[src/rtl/gpio_f2m_debounce.sv]
// Fabric-side GPIO input front end: per-channel 2-flop sync, debounce,
// edge pulses, sticky event flags and a combined interrupt toward the MSS.

module gpio_f2m_lane #(
  parameter int unsigned DEBOUNCE_CYCLES = 50000,
  parameter int unsigned CNT_WIDTH       = 16,
  parameter logic        RESET_BIT       = 1'b0,
  parameter logic        RISE_ON         = 1'b1,
  parameter logic        FALL_ON         = 1'b0
) (
  input  logic gclk,
  input  logic grst_n,
  input  logic pin,
  input  logic clr,
  output logic level,
  output logic rise,
  output logic fall,
  output logic pending
);
  localparam logic [CNT_WIDTH-1:0] CNT_LAST = CNT_WIDTH'(DEBOUNCE_CYCLES - 1);
  localparam logic [CNT_WIDTH-1:0] CNT_ONE  = CNT_WIDTH'(1);

  logic                 sync1, sync2;
  logic [CNT_WIDTH-1:0] cnt;
  logic                 differ, accept, set;

  assign differ = (sync2 != level);
  assign accept = differ && (cnt == CNT_LAST);
  assign set    = accept && ((sync2 && RISE_ON) || (!sync2 && FALL_ON));

  always_ff @(posedge gclk or negedge grst_n) begin
    if (!grst_n) begin
      sync1 <= RESET_BIT;
      sync2 <= RESET_BIT;
    end else begin
      sync1 <= pin;
      sync2 <= sync1;
    end
  end

  // Any return to the current level drops the count: a bounce restarts the window.
  always_ff @(posedge gclk or negedge grst_n) begin
    if (!grst_n) begin
      cnt   <= '0;
      level <= RESET_BIT;
      rise  <= 1'b0;
      fall  <= 1'b0;
    end else begin
      rise <= accept && sync2;
      fall <= accept && !sync2;
      if (!differ || accept) cnt <= '0;
      else                   cnt <= cnt + CNT_ONE;
      if (accept) level <= sync2;
    end
  end

  // A new event beats a concurrent firmware clear.
  always_ff @(posedge gclk or negedge grst_n) begin
    if (!grst_n)  pending <= 1'b0;
    else if (set) pending <= 1'b1;
    else if (clr) pending <= 1'b0;
  end
endmodule

module gpio_f2m_debounce #(
  parameter int unsigned DEBOUNCE_CYCLES = 50000,
  parameter int unsigned CNT_WIDTH       = 16,
  parameter logic [7:0]  RESET_LEVEL     = 8'h00,
  parameter logic [7:0]  RISE_EN         = 8'hFF,
  parameter logic [7:0]  FALL_EN         = 8'h00
) (
  input  logic       FAB_CCC_GL0,
  input  logic       FAB_RESET_N,
  input  logic [7:0] PIN_IN,
  input  logic [7:0] EVT_CLR,
  output logic [7:0] GPIO_F2M,
  output logic [7:0] EDGE_RISE,
  output logic [7:0] EDGE_FALL,
  output logic [7:0] EVT_PENDING,
  output logic       IRQ_F2M
);
  localparam int unsigned NUM_LANES = 8;

  for (genvar i = 0; i < NUM_LANES; i++) begin : g_lane
    gpio_f2m_lane #(
      .DEBOUNCE_CYCLES(DEBOUNCE_CYCLES),
      .CNT_WIDTH      (CNT_WIDTH),
      .RESET_BIT      (RESET_LEVEL[i]),
      .RISE_ON        (RISE_EN[i]),
      .FALL_ON        (FALL_EN[i])
    ) u_lane (
      .gclk   (FAB_CCC_GL0),
      .grst_n (FAB_RESET_N),
      .pin    (PIN_IN[i]),
      .clr    (EVT_CLR[i]),
      .level  (GPIO_F2M[i]),
      .rise   (EDGE_RISE[i]),
      .fall   (EDGE_FALL[i]),
      .pending(EVT_PENDING[i])
    );
  end

  always_ff @(posedge FAB_CCC_GL0 or negedge FAB_RESET_N) begin
    if (!FAB_RESET_N) IRQ_F2M <= 1'b0;
    else              IRQ_F2M <= |EVT_PENDING;
  end
endmodule

[config.mk]
export PLATFORM = sky130hd
export DESIGN_NAME = gpio_f2m_debounce
export DESIGN_NICKNAME = d
export VERILOG_FILES = /design/src/rtl/gpio_f2m_debounce.sv
export SDC_FILE = /design/constraint.sdc
export NUM_CORES = 1
export LEC_CHECK = 0
export BUFFER_PORTS_ARGS = -buffer_cell sky130_fd_sc_hd__buf_2
export CORE_UTILIZATION = 44
export CTS_CLUSTER_DIAMETER = 40
export DETAILED_ROUTE_END_ITERATION = 8
export HOLD_SLACK_MARGIN = 0.02
export SKIP_LAST_GASP = 1
export SLEW_MARGIN = 5
export SYNTH_ARGS = -nofsm -noshare
export SYNTH_HDL_FRONTEND = slang
export SYNTH_HIERARCHICAL = 1
export SYNTH_SLANG_ARGS = --single-unit
[constraint.sdc]
create_clock -name FAB_CCC_GL0 -period 2.1 [get_ports FAB_CCC_GL0]
set_input_delay 0.315 -clock FAB_CCC_GL0 [delete_from_list [all_inputs] [get_ports FAB_CCC_GL0]]
set_output_delay 0.315 -clock FAB_CCC_GL0 [all_outputs]
set_load 0.01 [all_outputs]
[Yosys cells after proc, flatten, opt, wreduce, memory -nomap -nowiden]
Index checks and enable logic that the tools add are counted.
Word-level totals
  register bits: 177
  input port bits: 18
  output and inout port bits: 33
  logic and storage cells: 162
Cells by class
  $add $sub $neg: 8
  eq/ne operators: 16
  mux-type cells: 24
  reduce and logical (&&, ||, !) cells: 57
Operators with widths (count)
  adder 16 x 1 -> 16 bit, second input constant: 8
  == test 16 bit, second input constant: 8
  2-to-1 mux 16 bit: 8
  logical AND 1 bit: 24
  logical NOT 1 bit: 16
  2-to-1 mux 1 bit: 16
  nonzero test 2 bit: 8
  logical OR 1 bit: 8
  != test 1 bit: 8
  OR reduction 8 bit: 1

[Longest topological paths before layout]
  depth after elaboration: 4
  depth in mapped cells: 6
  gate-level depth less buffers: 5

[Cells and area by module]
Netlist, hierarchy kept.
Modules (own cells, without submodules)
  gpio_f2m_lane: instances 8, cells an instance 91, area each 982.2 um^2
  gpio_f2m_debounce: instances 1, cells an instance 4, area each 41.3 um^2

[Worst setup path before layout]
Ideal clock, no wire load.
  path type: register to register
  from: reg g_lane[0].u_lane.cnt[7]
  to: reg g_lane[0].u_lane.cnt[14]
  setup time: 0.078 ns
  arrival: 1.452 ns
  data required time: 2.022 ns
  slack: 0.570 ns
  stages on the path, launching flop included: 5
  path buffers: 0
  cell sequence: dfrtp_1 nand4_2 or3_1 or4_1 a21oi_1
On the way
  cells in the longest elaborated chain, start to end: 4
Ends and longest elaborated chain
  start: declaration: line 24  | logic [CNT_WIDTH-1:0] cnt;
  start signal: assignment: line 52  | else cnt <= cnt + CNT_ONE;
  branches (longest 3 deep; another with adder 16 x 1 -> 16 bit)
  2-to-1 mux 16 bit *: line 51  | if (!differ || accept) cnt <= '0;
Mark *: on every way between the ends.
A chain may end at the register's enable or synchronous reset.

[Worst setup path after layout]
  from: reg g_lane[5].u_lane.cnt[7]
  to: reg g_lane[5].u_lane.cnt[13]
On the way
  cells in the longest elaborated chain, start to end: 4
Ends and longest elaborated chain (line)
  start: declaration: 24
  start signal: assignment: 52
  branches (longest 3 deep; another with adder 16 x 1 -> 16 bit)
  2-to-1 mux 16 bit *: 51
Marks and branches as above.

==> impl_results.md <==
* Status: finished clean
* Synthesized instance count at between 700 and 800
* DR vias/cell at 5.20
* Slew Limit Fails at 0
* Hold Path Class: in -> reg
* Synth async-reset ratio at 100%
* Worst path cell trace: nor4b_1 > nand4_1 > nand2_1 > nor2_1
* Initial Util at about 45%
* Drt first-iter violations at 240
* Clock skew at 0.00734 ns
* Most common cell in the netlist: dfrtp_1
* Tightest Pin Transition at 0.590 ns
* Boundary Pins at 51
* Fill count at 1559
* CTS H-Tree Depth at 4
* Vias in the first global route at roughly 5500
* Clock Sinks at 177
* Port Buf Inserts at 50
* Slew Limit Headroom at between 60% and 70%
* Share of cells above drive strength 1 at 13.6%
* FMAX at 0.547 GHz
* Setup TNS Final at 0 ns
* Yosys warnings at 6
* DIE AREA at 18500 sq um
* Number of synthesized flops with an enable pin at 0
* Synth area leader: dfrtp_1
* Worst skew pair latency at 0.43 ns
* First-pass GRT wire length at 25700 microns
* CP required at 2.39 ns
* Leakage at about 0.0040 uW
* Gr ovfl total at 0
* ANT nets after route at 0
* Most frequent cells after synthesis: dfrtp_1, nor2_1, xnor2_1
* Cell row count at 48
* Synth top area share at 56.1%
* Net Count, Synth at 758
* Crit path capture type: flop
* Postcts setup bufs at 0
* Final std cells w/o fill at 1046
* DRT Pass-1 Iters at 6
* Hold Fails Final Rpt at 0
* CP delay by family, top: simple AND/OR/NAND/NOR gates
* Tmin final at 1.83 ns
* Antenna violations before repair at 0
* Clock Path Buffers at 2
* Flops & latches, synth at 177
* Die width at 136 microns
* Core area at roughly 17000 sq um
* Avg Cell Area, Syn at 10.8 sq um
* Crit path max fanout at 15
* Post-CTS sizing at 0
* CP arrival at 2.12 ns
* Pwr dens at 748 nW/um^2
* Primary FF master, synth: dfrtp_1
* Hold WS at 0.147 ns
* Sequential fraction of the synthesis area at roughly 56%
* Crit path buffers/inverters at 0
* CTS buffer count at 17
* Period utilisation layout at 87.1%
* Top cells by area, synth: dfrtp_1, xnor2_1, nor2_1
* Max stage delay on crit path at 0.47 ns
* Mapped cell area at 7900 sq um
* GPL Wtd Cong at 0.801
* Gr usage total at 17.7%
* RSZ-0062 raised after global routing: false
* Cell Area, Placed at about 8500 sq um
* P&R area growth vs syn at 15.8%
* Distinct cells, synth at 24
* Reg area at 4430 sq um
* Critical path class: reg -> reg
* Area of the multi-input gates at 3280 sq um
* Placed insts at 1005
* Routed Wire Length at 14700 microns
* DR DRC count at 0
* Die height at 136 microns
* Layout Nets at 834
* Root Buffer: clkbuf_16
* Max-cap violations at 0
* Peak VDD IR at 603 uV
* Hold_buf cts at 9
* Setup Viol. Count Final at 0
* Worst Setup Start Kind: flop
* TritonCTS clock tree: done
* # diodes at 0
* Power, Total at slightly below 7000 uW
* Vias at 5438
* Worst-path clk slew at 0.07 ns
* Drt wl/cell at 14.1 microns
* Largest net degree at the start of global routing at 58
* Final Instance Area at 9140 sq um
* CP max stage cell: nand2_1
* Hpwl dp at 10100 microns
-- layer usage --
metal  vias to the layer above  share of wire (%)  track usage (%)
met3                        14                4.0             4.55
met4                         0                1.5             7.04
li1                       2692                  -                -
met2                        88                 47             28.2
met1                      2644                 48             23.1
met5                         -                  0                0
-- cells by family (layout without fill, tap and decap cells) --
kind of cell	count (synthesis)	count (layout)	share of synthesized area [%]
muxes	8	8	1.14
AOI/OAI and AO/OA	24	24	2.03
DFF	177	177	56.1
buffers and inverters	48	137	2.41
adders and majority gates	8	8	1.27
and+or+nand+nor	355	355	24.7
xor gates and xnor gates	112	112	12.4
-- stage by stage --
step | util, % | setup WS (ns)
6_report | 52.5 | 0.271
3_5_place_dp | 48.6 | 0.258
4_1_cts | 52.5 | 0.246
3_3_place_gp | 48.6 | 0.340
2_1_floorplan | - | 0.570
5_1_grt | 52.5 | 0.0607
-- worst min-delay path: stages --
cell    delay (ns)
buf_2         0.10
inv_1         0.04
a21o_1        0.09
-- report_power, final --
part	switching (uW)	leakage, uW	internal, uW	total, uW
Clock	1420	0.000291	1690	3110
Combinational	140	0.00128	77.9	218
Sequential	50.9	0.00242	3460	3510
-- path summary, 6_finish.rpt --
kind,from,endpoint,slack (ns),depth (start not counted)
setup reg to reg,g_lane[5].u_lane/cnt[7],g_lane[5].u_lane/cnt[13],0.27,4
setup / recovery,g_lane[5].u_lane/cnt[7],g_lane[5].u_lane/cnt[13],0.27,4
hold reg to reg,g_lane[3].u_lane/sync1,g_lane[3].u_lane/sync2,0.35,0
hold / removal,EVT_CLR[2],g_lane[2].u_lane/pending,0.15,3
min in group asynchronous,FAB_RESET_N,g_lane[1].u_lane/fall,0.42,2
max in group asynchronous,FAB_RESET_N,g_lane[7].u_lane/sync1,0.99,3
-- flip-flops by register name, summed over array words and instances, names as in the netlist --
name,flops
g_lane.u_lane/pending,8
g_lane.u_lane/cnt,128
g_lane.u_lane/fall,8
IRQ_F2M,1
g_lane.u_lane/sync2,8
g_lane.u_lane/rise,8
g_lane.u_lane/sync1,8
g_lane.u_lane/level,8
-- final cells by class --
| class | count | share of cell area [%] |
|---|---|---|
| inverter | 40 | 1.64 |
| timing repair buffer | 65 | 4.56 |
| clock inverter | 15 | 1.77 |
| tap | 225 | 3.08 |
| clock buffer | 17 | 4.65 |
| multi-input combinational | 507 | 35.9 |
| sequential | 177 | 48.4 |
-- layout by cell type, fill, tap and decap left out --
master	n
dfrtp_1	177
nor2_1	128
xnor2_1	88
buf_2	49
inv_1	40
nand3_1	32
nor3_1	32
nor4_1	26
nand2_1	25
nand4_1	24
xor2_1	24
clkbuf_16	17
and3_1	16
nor4bb_1	16
nor3b_1	16
dlygate4sd3_1	9
inv_6	8
nand3_2	8
nand4_2	8
or3_1	8
o31ai_1	8
or4_1	8
nor4b_1	8
a21oi_1	8
a21o_1	8
mux2_2	8
ha_1	8
buf_4	4
clkinv_4	2
inv_8	2
buf_12	2
clkinv_2	1
clkinv_8	1
bufinv_16	1
buf_6	1
Power figures use the tool's default switching activity.
